--- src/rtl/message_padder.sv ---
// Byte-message padder: fills a 16x32 block, appends 0x80, zeros and the bit length, then kicks the cruncher.
// Optional build macro MSG_LENGTH_CHECK_EN: flag (err) and drop messages longer than 55 bytes.
module message_padder (
   input  logic        clk,
   input  logic        reset,
   input  logic [7:0]  in_data,
   input  logic        in_valid,
   input  logic        in_last,
   output logic        in_ready,
   input  logic [3:0]  gaddr,
   output logic [31:0] mdata,
   output logic        crunch_reset,
   output logic        crunch_start,
   input  logic        crunch_done,
   output logic        digest_valid,
   output logic        err
);

   localparam int unsigned BYTE_W   = 8;
   localparam int unsigned WORD_W   = 32;
   localparam int unsigned DEPTH    = 16;
   localparam int unsigned LEN_W    = 6;
   localparam int unsigned LAST_POS = 55;

   typedef enum logic [2:0] {
      S_FILL,
      S_PAD,
      S_LEN,
      S_KRST,
      S_KSTART,
      S_WAIT
   } state_t;

   state_t              state_q, state_d;
   logic [LEN_W-1:0]    len_q, len_d;
   logic [LEN_W-1:0]    ptr_q, ptr_d;
   logic                in_ready_q, in_ready_d;
   logic                crunch_reset_q, crunch_reset_d;
   logic                crunch_start_q, crunch_start_d;
   logic                digest_valid_q, digest_valid_d;
`ifdef MSG_LENGTH_CHECK_EN
   logic                err_q, err_d;
   logic                drop_q, drop_d;
`endif

   logic [WORD_W-1:0]   mem_q [DEPTH];
   logic                accept_c;
   logic                byte_we_c;
   logic [LEN_W-1:0]    byte_pos_c;
   logic [BYTE_W-1:0]   byte_val_c;
   logic                len_we_c;

   assign accept_c = in_valid && in_ready_q;

   // Next-state, write-port and output decode
   always_comb begin
      state_d        = state_q;
      len_d          = len_q;
      ptr_d          = ptr_q;
      byte_we_c      = 1'b0;
      byte_pos_c     = len_q;
      byte_val_c     = in_data;
      len_we_c       = 1'b0;
`ifdef MSG_LENGTH_CHECK_EN
      err_d          = err_q;
      drop_d         = drop_q;
`endif

      case (state_q)
         S_FILL: begin
            if (accept_c) begin
`ifdef MSG_LENGTH_CHECK_EN
               if (drop_q) begin
                  if (in_last) begin
                     drop_d = 1'b0;
                  end
               end else if (len_q == LEN_W'(LAST_POS)) begin
                  // 56th byte: poison the message and swallow the rest of it
                  err_d  = 1'b1;
                  drop_d = !in_last;
                  len_d  = '0;
               end else begin
                  byte_we_c = 1'b1;
                  len_d     = len_q + LEN_W'(1);
                  if (in_last) begin
                     state_d = S_PAD;
                     ptr_d   = len_q + LEN_W'(1);
                  end
               end
`else
               // Bytes past position 54 are accepted but dropped; len saturates at 55
               if (len_q < LEN_W'(LAST_POS)) begin
                  byte_we_c = 1'b1;
                  len_d     = len_q + LEN_W'(1);
               end
               if (in_last) begin
                  state_d = S_PAD;
                  ptr_d   = len_d;
               end
`endif
            end
         end

         S_PAD: begin
            byte_we_c  = 1'b1;
            byte_pos_c = ptr_q;
            byte_val_c = (ptr_q == len_q) ? BYTE_W'(8'h80) : BYTE_W'(8'h00);
            if (ptr_q == LEN_W'(LAST_POS)) begin
               state_d = S_LEN;
            end else begin
               ptr_d = ptr_q + LEN_W'(1);
            end
         end

         S_LEN: begin
            len_we_c = 1'b1;
            state_d  = S_KRST;
         end

         S_KRST: begin
            state_d = S_KSTART;
         end

         S_KSTART: begin
            state_d = S_WAIT;
         end

         S_WAIT: begin
            if (crunch_done) begin
               len_d   = '0;
               state_d = S_FILL;
            end
         end

         default: begin
            state_d = S_FILL;
         end
      endcase

      in_ready_d     = (state_d == S_FILL);
      crunch_reset_d = (state_d == S_KRST);
      crunch_start_d = (state_d == S_KSTART);
      digest_valid_d = (state_q == S_WAIT) && crunch_done;
   end

   // Control state register
   always_ff @(posedge clk) begin
      if (reset) begin
         state_q        <= S_FILL;
         len_q          <= '0;
         ptr_q          <= '0;
         in_ready_q     <= 1'b1;
         crunch_reset_q <= 1'b0;
         crunch_start_q <= 1'b0;
         digest_valid_q <= 1'b0;
`ifdef MSG_LENGTH_CHECK_EN
         err_q          <= 1'b0;
         drop_q         <= 1'b0;
`endif
      end else begin
         state_q        <= state_d;
         len_q          <= len_d;
         ptr_q          <= ptr_d;
         in_ready_q     <= in_ready_d;
         crunch_reset_q <= crunch_reset_d;
         crunch_start_q <= crunch_start_d;
         digest_valid_q <= digest_valid_d;
`ifdef MSG_LENGTH_CHECK_EN
         err_q          <= err_d;
         drop_q         <= drop_d;
`endif
      end
   end

   // Block buffer: byte lane writes, plus the two length words in one cycle
   always_ff @(posedge clk) begin
      if (byte_we_c) begin
         mem_q[byte_pos_c[5:2]][{byte_pos_c[1:0], 3'b000} +: BYTE_W] <= byte_val_c;
      end
      if (len_we_c) begin
         mem_q[14] <= WORD_W'({len_q, 3'b000});
         mem_q[15] <= '0;
      end
   end

   assign mdata        = mem_q[gaddr];
   assign in_ready     = in_ready_q;
   assign crunch_reset = crunch_reset_q;
   assign crunch_start = crunch_start_q;
   assign digest_valid = digest_valid_q;
`ifdef MSG_LENGTH_CHECK_EN
   assign err          = err_q;
`else
   assign err          = 1'b0;
`endif

endmodule

--- config.mk ---
export PLATFORM = sky130hd
export DESIGN_NAME = message_padder
export DESIGN_NICKNAME = d
export VERILOG_FILES = /design/src/rtl/message_padder.sv
export SDC_FILE = /design/constraint.sdc
export NUM_CORES = 1
export LEC_CHECK = 0
export BUFFER_PORTS_ARGS = -buffer_cell sky130_fd_sc_hd__buf_4
export CORE_MARGIN = 10
export CORE_UTILIZATION = 45
export CTS_CLUSTER_DIAMETER = 60
export DETAILED_ROUTE_END_ITERATION = 7
export PLACE_DENSITY = 0.74
export SLEW_MARGIN = 20
export SYNTH_ARGS = -nofsm -noshare
export SYNTH_HDL_FRONTEND = slang
export SYNTH_SLANG_ARGS = --single-unit
--- constraint.sdc ---
create_clock -name clk -period 3.1 [get_ports clk]
set_input_delay 0.155 -clock clk [delete_from_list [all_inputs] [get_ports clk]]
set_output_delay 0.155 -clock clk [all_outputs]
set_load 0.02 [all_outputs]
# Yosys cells after proc, flatten, opt, wreduce, memory -nomap -nowiden
# Memories as Yosys holds them, arrays and structs flattened.
# Index checks and enable logic that the tools add are counted.
[totals]
register_bits = 19
ramBits = 512
input_bits = 17
output_inout_bits = 37
word_cells = 63
n_memories = 1
[memory_table]
columns = ["memory", "words", "word_bits", "read_ports", "rd_clocked_by_memory_dff", "wr", "line_no", "rtl"]
rows = [
  ["mem_q", 16, 32, 1, 0, 2, "46", "logic [WORD_W-1:0] mem_q [DEPTH];"],
]
[op_classes]
add_sub_neg = 3
order_cmp = 1
n_eq_ne = 13
shift = 2
n_mux = 27
n_reduce_logical = 9
[ops]
columns = ["cell", "n"]
rows = [
  ["$mux 32", 3],
  ["$mux 6", 7],
  ["$reduce_or 32->1", 1],
  ["$shift 8x7->32 const A", 1],
  ["$shiftx 8x7->32", 1],
  ["$pmux 6 s2", 2],
  ["$pmux 3 s6", 1],
  ["$mux 8", 2],
  ["$add 6x1->6 const B", 2],
  ["$mux 3", 4],
  ["$eq 3x2->1 const B", 3],
  ["$eq 3x3->1 const B", 3],
  ["$ne 2x2->1 const B", 4],
  ["$neg 5->7", 1],
  ["$eq 6x6->1", 1],
  ["$eq 6x6->1 const B", 1],
  ["$logic_not 3->1", 2],
  ["$lt 6x6->1 const B", 1],
  ["$mux 1", 6],
  ["$mux 4", 1],
  ["$reduce_and 4->1", 1],
  ["$reduce_bool 2->1", 2],
  ["$eq 3x1->1 const B", 1],
  ["$reduce_and 3->1", 1],
  ["other kinds (2)", 3],
]

# Longest topological paths before layout
[logic_depth]
word_depth = 7
mapped_depth = 12
ltp_nobuf = 8

# Worst setup path before layout
# Ideal clock, no wire load.
[synth_timing]
path_type = "register to register"
from = "reg state_q[0]"
to = "mem mem_q[4][0] (enable)"
setup_time_ns = 0.370
arrival_ns = 2.526
required_time_ns = 2.730
setup_slack_ns = 0.204
path_stages_with_launch = 12
n_path_buf = 4
period_less_slack_ns = 2.896
cell_sequence = "dfxtp_1 -> or3b_1 -> buf_2 -> buf_2 -> clkbuf_1 -> nand2_1 -> nand2_1 -> inv_1 -> ha_1 -> o21ai_1 -> clkbuf_1 -> nor2_1"
[synth_rtl]
columns = ["item", "line_no", "rtl"]
rows = [
  ["start, declared", "34", "state_t state_q, state_d;"],
  ["start signal, assigned", "161", "state_q <= state_d;"],
  ["end, declared", "46", ""],
]

==> reports/qor.yml <==
status: "finished clean"
cts_root_buf: "clkbuf_16"
p_leak_nw: 8.70
htreeDepth: 2
synth_area_leaders: "edfxtp_1, mux4_2, dfxtp_1"
chipWidth_um: 237
rows: 79
avgSynthCellArea_um2: 18.7
clk-insertion-delay-late_ns: 0.57
place_inst: 1843
hold_viol_final: 0
internal_power_mw: 11.8
synth_ff_type: "edfxtp_1"
ys_seq_area_frac: 0.717
antenna_found_initial: 1
setup.worst_path.end_class: "flip-flop"
wl_um: 49200
max_slew_margin: 0.225
finalClockSkew_ns: 0.0110
overflow: 0
numPortBuffers: 52
cts_tree: "done"
crit_fanout: 14
p_clk_frac: 0.403
pwr-share-seq: 0.525
swShare: 0.212
rsz0062_at_grt: "yes"
peakVddDrop_mv: 0.377
yosysTopAreaCellShare: 0.644
cts_setup_buffers: 0
required_ns: 3.32
fin_nets: 1314
grt_pass1_vias: 11615
powerDensity_nw_per_um2: 608
p_comb_frac: 0.072
worstSetupPathType: "flip-flop to flip-flop"
cp-start-kind: "flip-flop"
ys_ff_latch: 531
finalCriticalPeriod_ns: 3.01
slew_violations: 0
cap_violations: 0
worstPathArrival_ns: 3.23
track_usage: 0.174
fin_hold_ws_ns: 0.125
initial_utilization: 0.455
via_per_inst: 5.83
dieHeight_um: 237
num_io_pins: 54
via_count: 11316
drive_above_1_share: 0.315
power_mw: 15.0
synth-edff-count: 454
synth.top_cells.by_count: "edfxtp_1, mux4_2, nor2_1"
clock_path_buffers: 3
fin_crit_sh: 0.970
clock.fmax_ghz: 0.332
cts.sinks: 531
ys_types: 55
hold_path.class: "input pin to flip-flop"
drc: 0
grt_pass1_wl_um: 74400
gp_congestion: 0.887
worst_pin_slew_ns: 1.16
drt.antenna.violating_nets: 0
cts_buffers: 50
wl_per_cell_um: 25.4
area_delta_synth_final_pct: 16.8
dp_hpwl_um: 31700
yosysWarnings: 0
syn_nets: 1153
dpl_cell_area_um2: 23000
dr.pass1.iters: 5
setup_viol: 0
yosysMostFrequentCell: "edfxtp_1"
design_area_um2: 24700
drt_iter0_drc: 1180
synthCells: 1130
clk_pin_slew_worst_paths_ns: 0.06
dieArea_um2: 56100
grt_max_degree: 34
syn_area_um2: 21200
synth-async-reset-ratio: 0
fp.coreArea_um2: 46600
synth_top_area_cell: "edfxtp_1"
p_sw_mw: 3.18
fin_cells: 1940
worst max-delay path, stage by stage (launching register included):
cell and delay, ns:
dfxtp_1 0.34, nor3b_4 0.29, mux2i_1 0.39, buf_4 0.20
ha_1 0.25, nand3_1 0.32, nor2_1 0.87
worst paths after layout:
path | end | cells past startpoint | slack (ns) | startpoint
worst min-delay path | mem_q[15][31] | 3 | 0.13 | in_data[7]
worst max register to register | mem_q[8][1] | 6 | 0.09 | state_q[1]
worst min register to register | mem_q[15][29] | 1 | 0.46 | mem_q[15][29]
worst max-delay path | mem_q[8][1] | 6 | 0.09 | state_q[1]
flip-flops by register name, indices dropped and copies added (netlist names):
register	flops
ptr_q	6
state_q	3
digest_valid	1
mem_q	512
crunch_reset	1
crunch_start	1
len_q	6
in_ready	1
power groups by stage:
stage	registers, mW	logic, mW	clock network [mW]
6_report	7.88	1.08	6.06
5_1_grt	7.89	1.16	6.45
4_1_cts	7.88	1.09	6.16
3_5_place_dp	8.04	1.09	0
3_3_place_gp	8.03	1.06	0
2_1_floorplan	8.03	0.653	0
layout make-up:
type,count,area [µm²]
fillers,3510,21800
flip-flops and latches,531,15200
multi-input cells,525,5700
clock buffers,73,1480
repair buffers,177,1410
well taps,607,759
clock inverters,20,176
inverters,6,22.5
diodes,1,2.50
cell families (layout without fill, tap and decap cells):
logic type               Yosys count  after routing  share of synthesized area
flip-flops                       531            531                      0.717
XOR/XNOR                           7              7                    0.00290
buffers and inverters             74            276                     0.0144
AO/OA/AOI/OAI                     67             67                     0.0209
multiplexers                     174            174                      0.177
AND/OR/NAND/NOR                  270            270                     0.0638
other                              1              2                   0.000177
adder cells (fa/ha/maj)            6              6                    0.00355
metrics by stage:
| stage | worst slack [ns] | TNS [ns] | util |
|---|---|---|---|
| after floorplan | 0.204 | 0 | - |
| after global placement | 0.238 | 0 | 0.495 |
| after detailed placement | 0.140 | 0 | 0.495 |
| after CTS | 0.0625 | 0 | 0.531 |
| after global routing | -0.197 | -11.81 | 0.531 |
| final | 0.0916 | 0 | 0.531 |
metal layers:
metal	global-route usage	wire length [µm]
met1	0.240	20100
met2	0.267	23400
met3	0.0414	4350
met4	0.0577	1300
met5	0	0
timing repair:
item / in CTS / in global routing
hold endpoints to repair: 16 / 0
endpoints found under the setup margin: 0 / 126
resized for setup: 0 / 1
hold buffers: 3 / 0
placed cells by master (no fill, tap or decap), types with 4 or more instances in the layout:
cell       instances
edfxtp_1         454
buf_4            168
mux4_2           160
nor2_1            99
dfxtp_1           77
clkbuf_16         53
nand2_1           35
and2_1            30
and3_1            29
nand3_1           22
a21oi_1           17
nand4_1           15
clkbuf_1          12
o31ai_1           11
nor3_1            10
mux2i_1            9
o21ai_0            9
clkbuf_8           9
nand2b_1           8
xor2_1             7
clkinv_1           7
clkinv_2           7
ha_1               6
inv_1              5
buf_12             5
a22oi_1            4
nor2b_1            4
No activity file was read; power rests on OpenSTA's default activity.
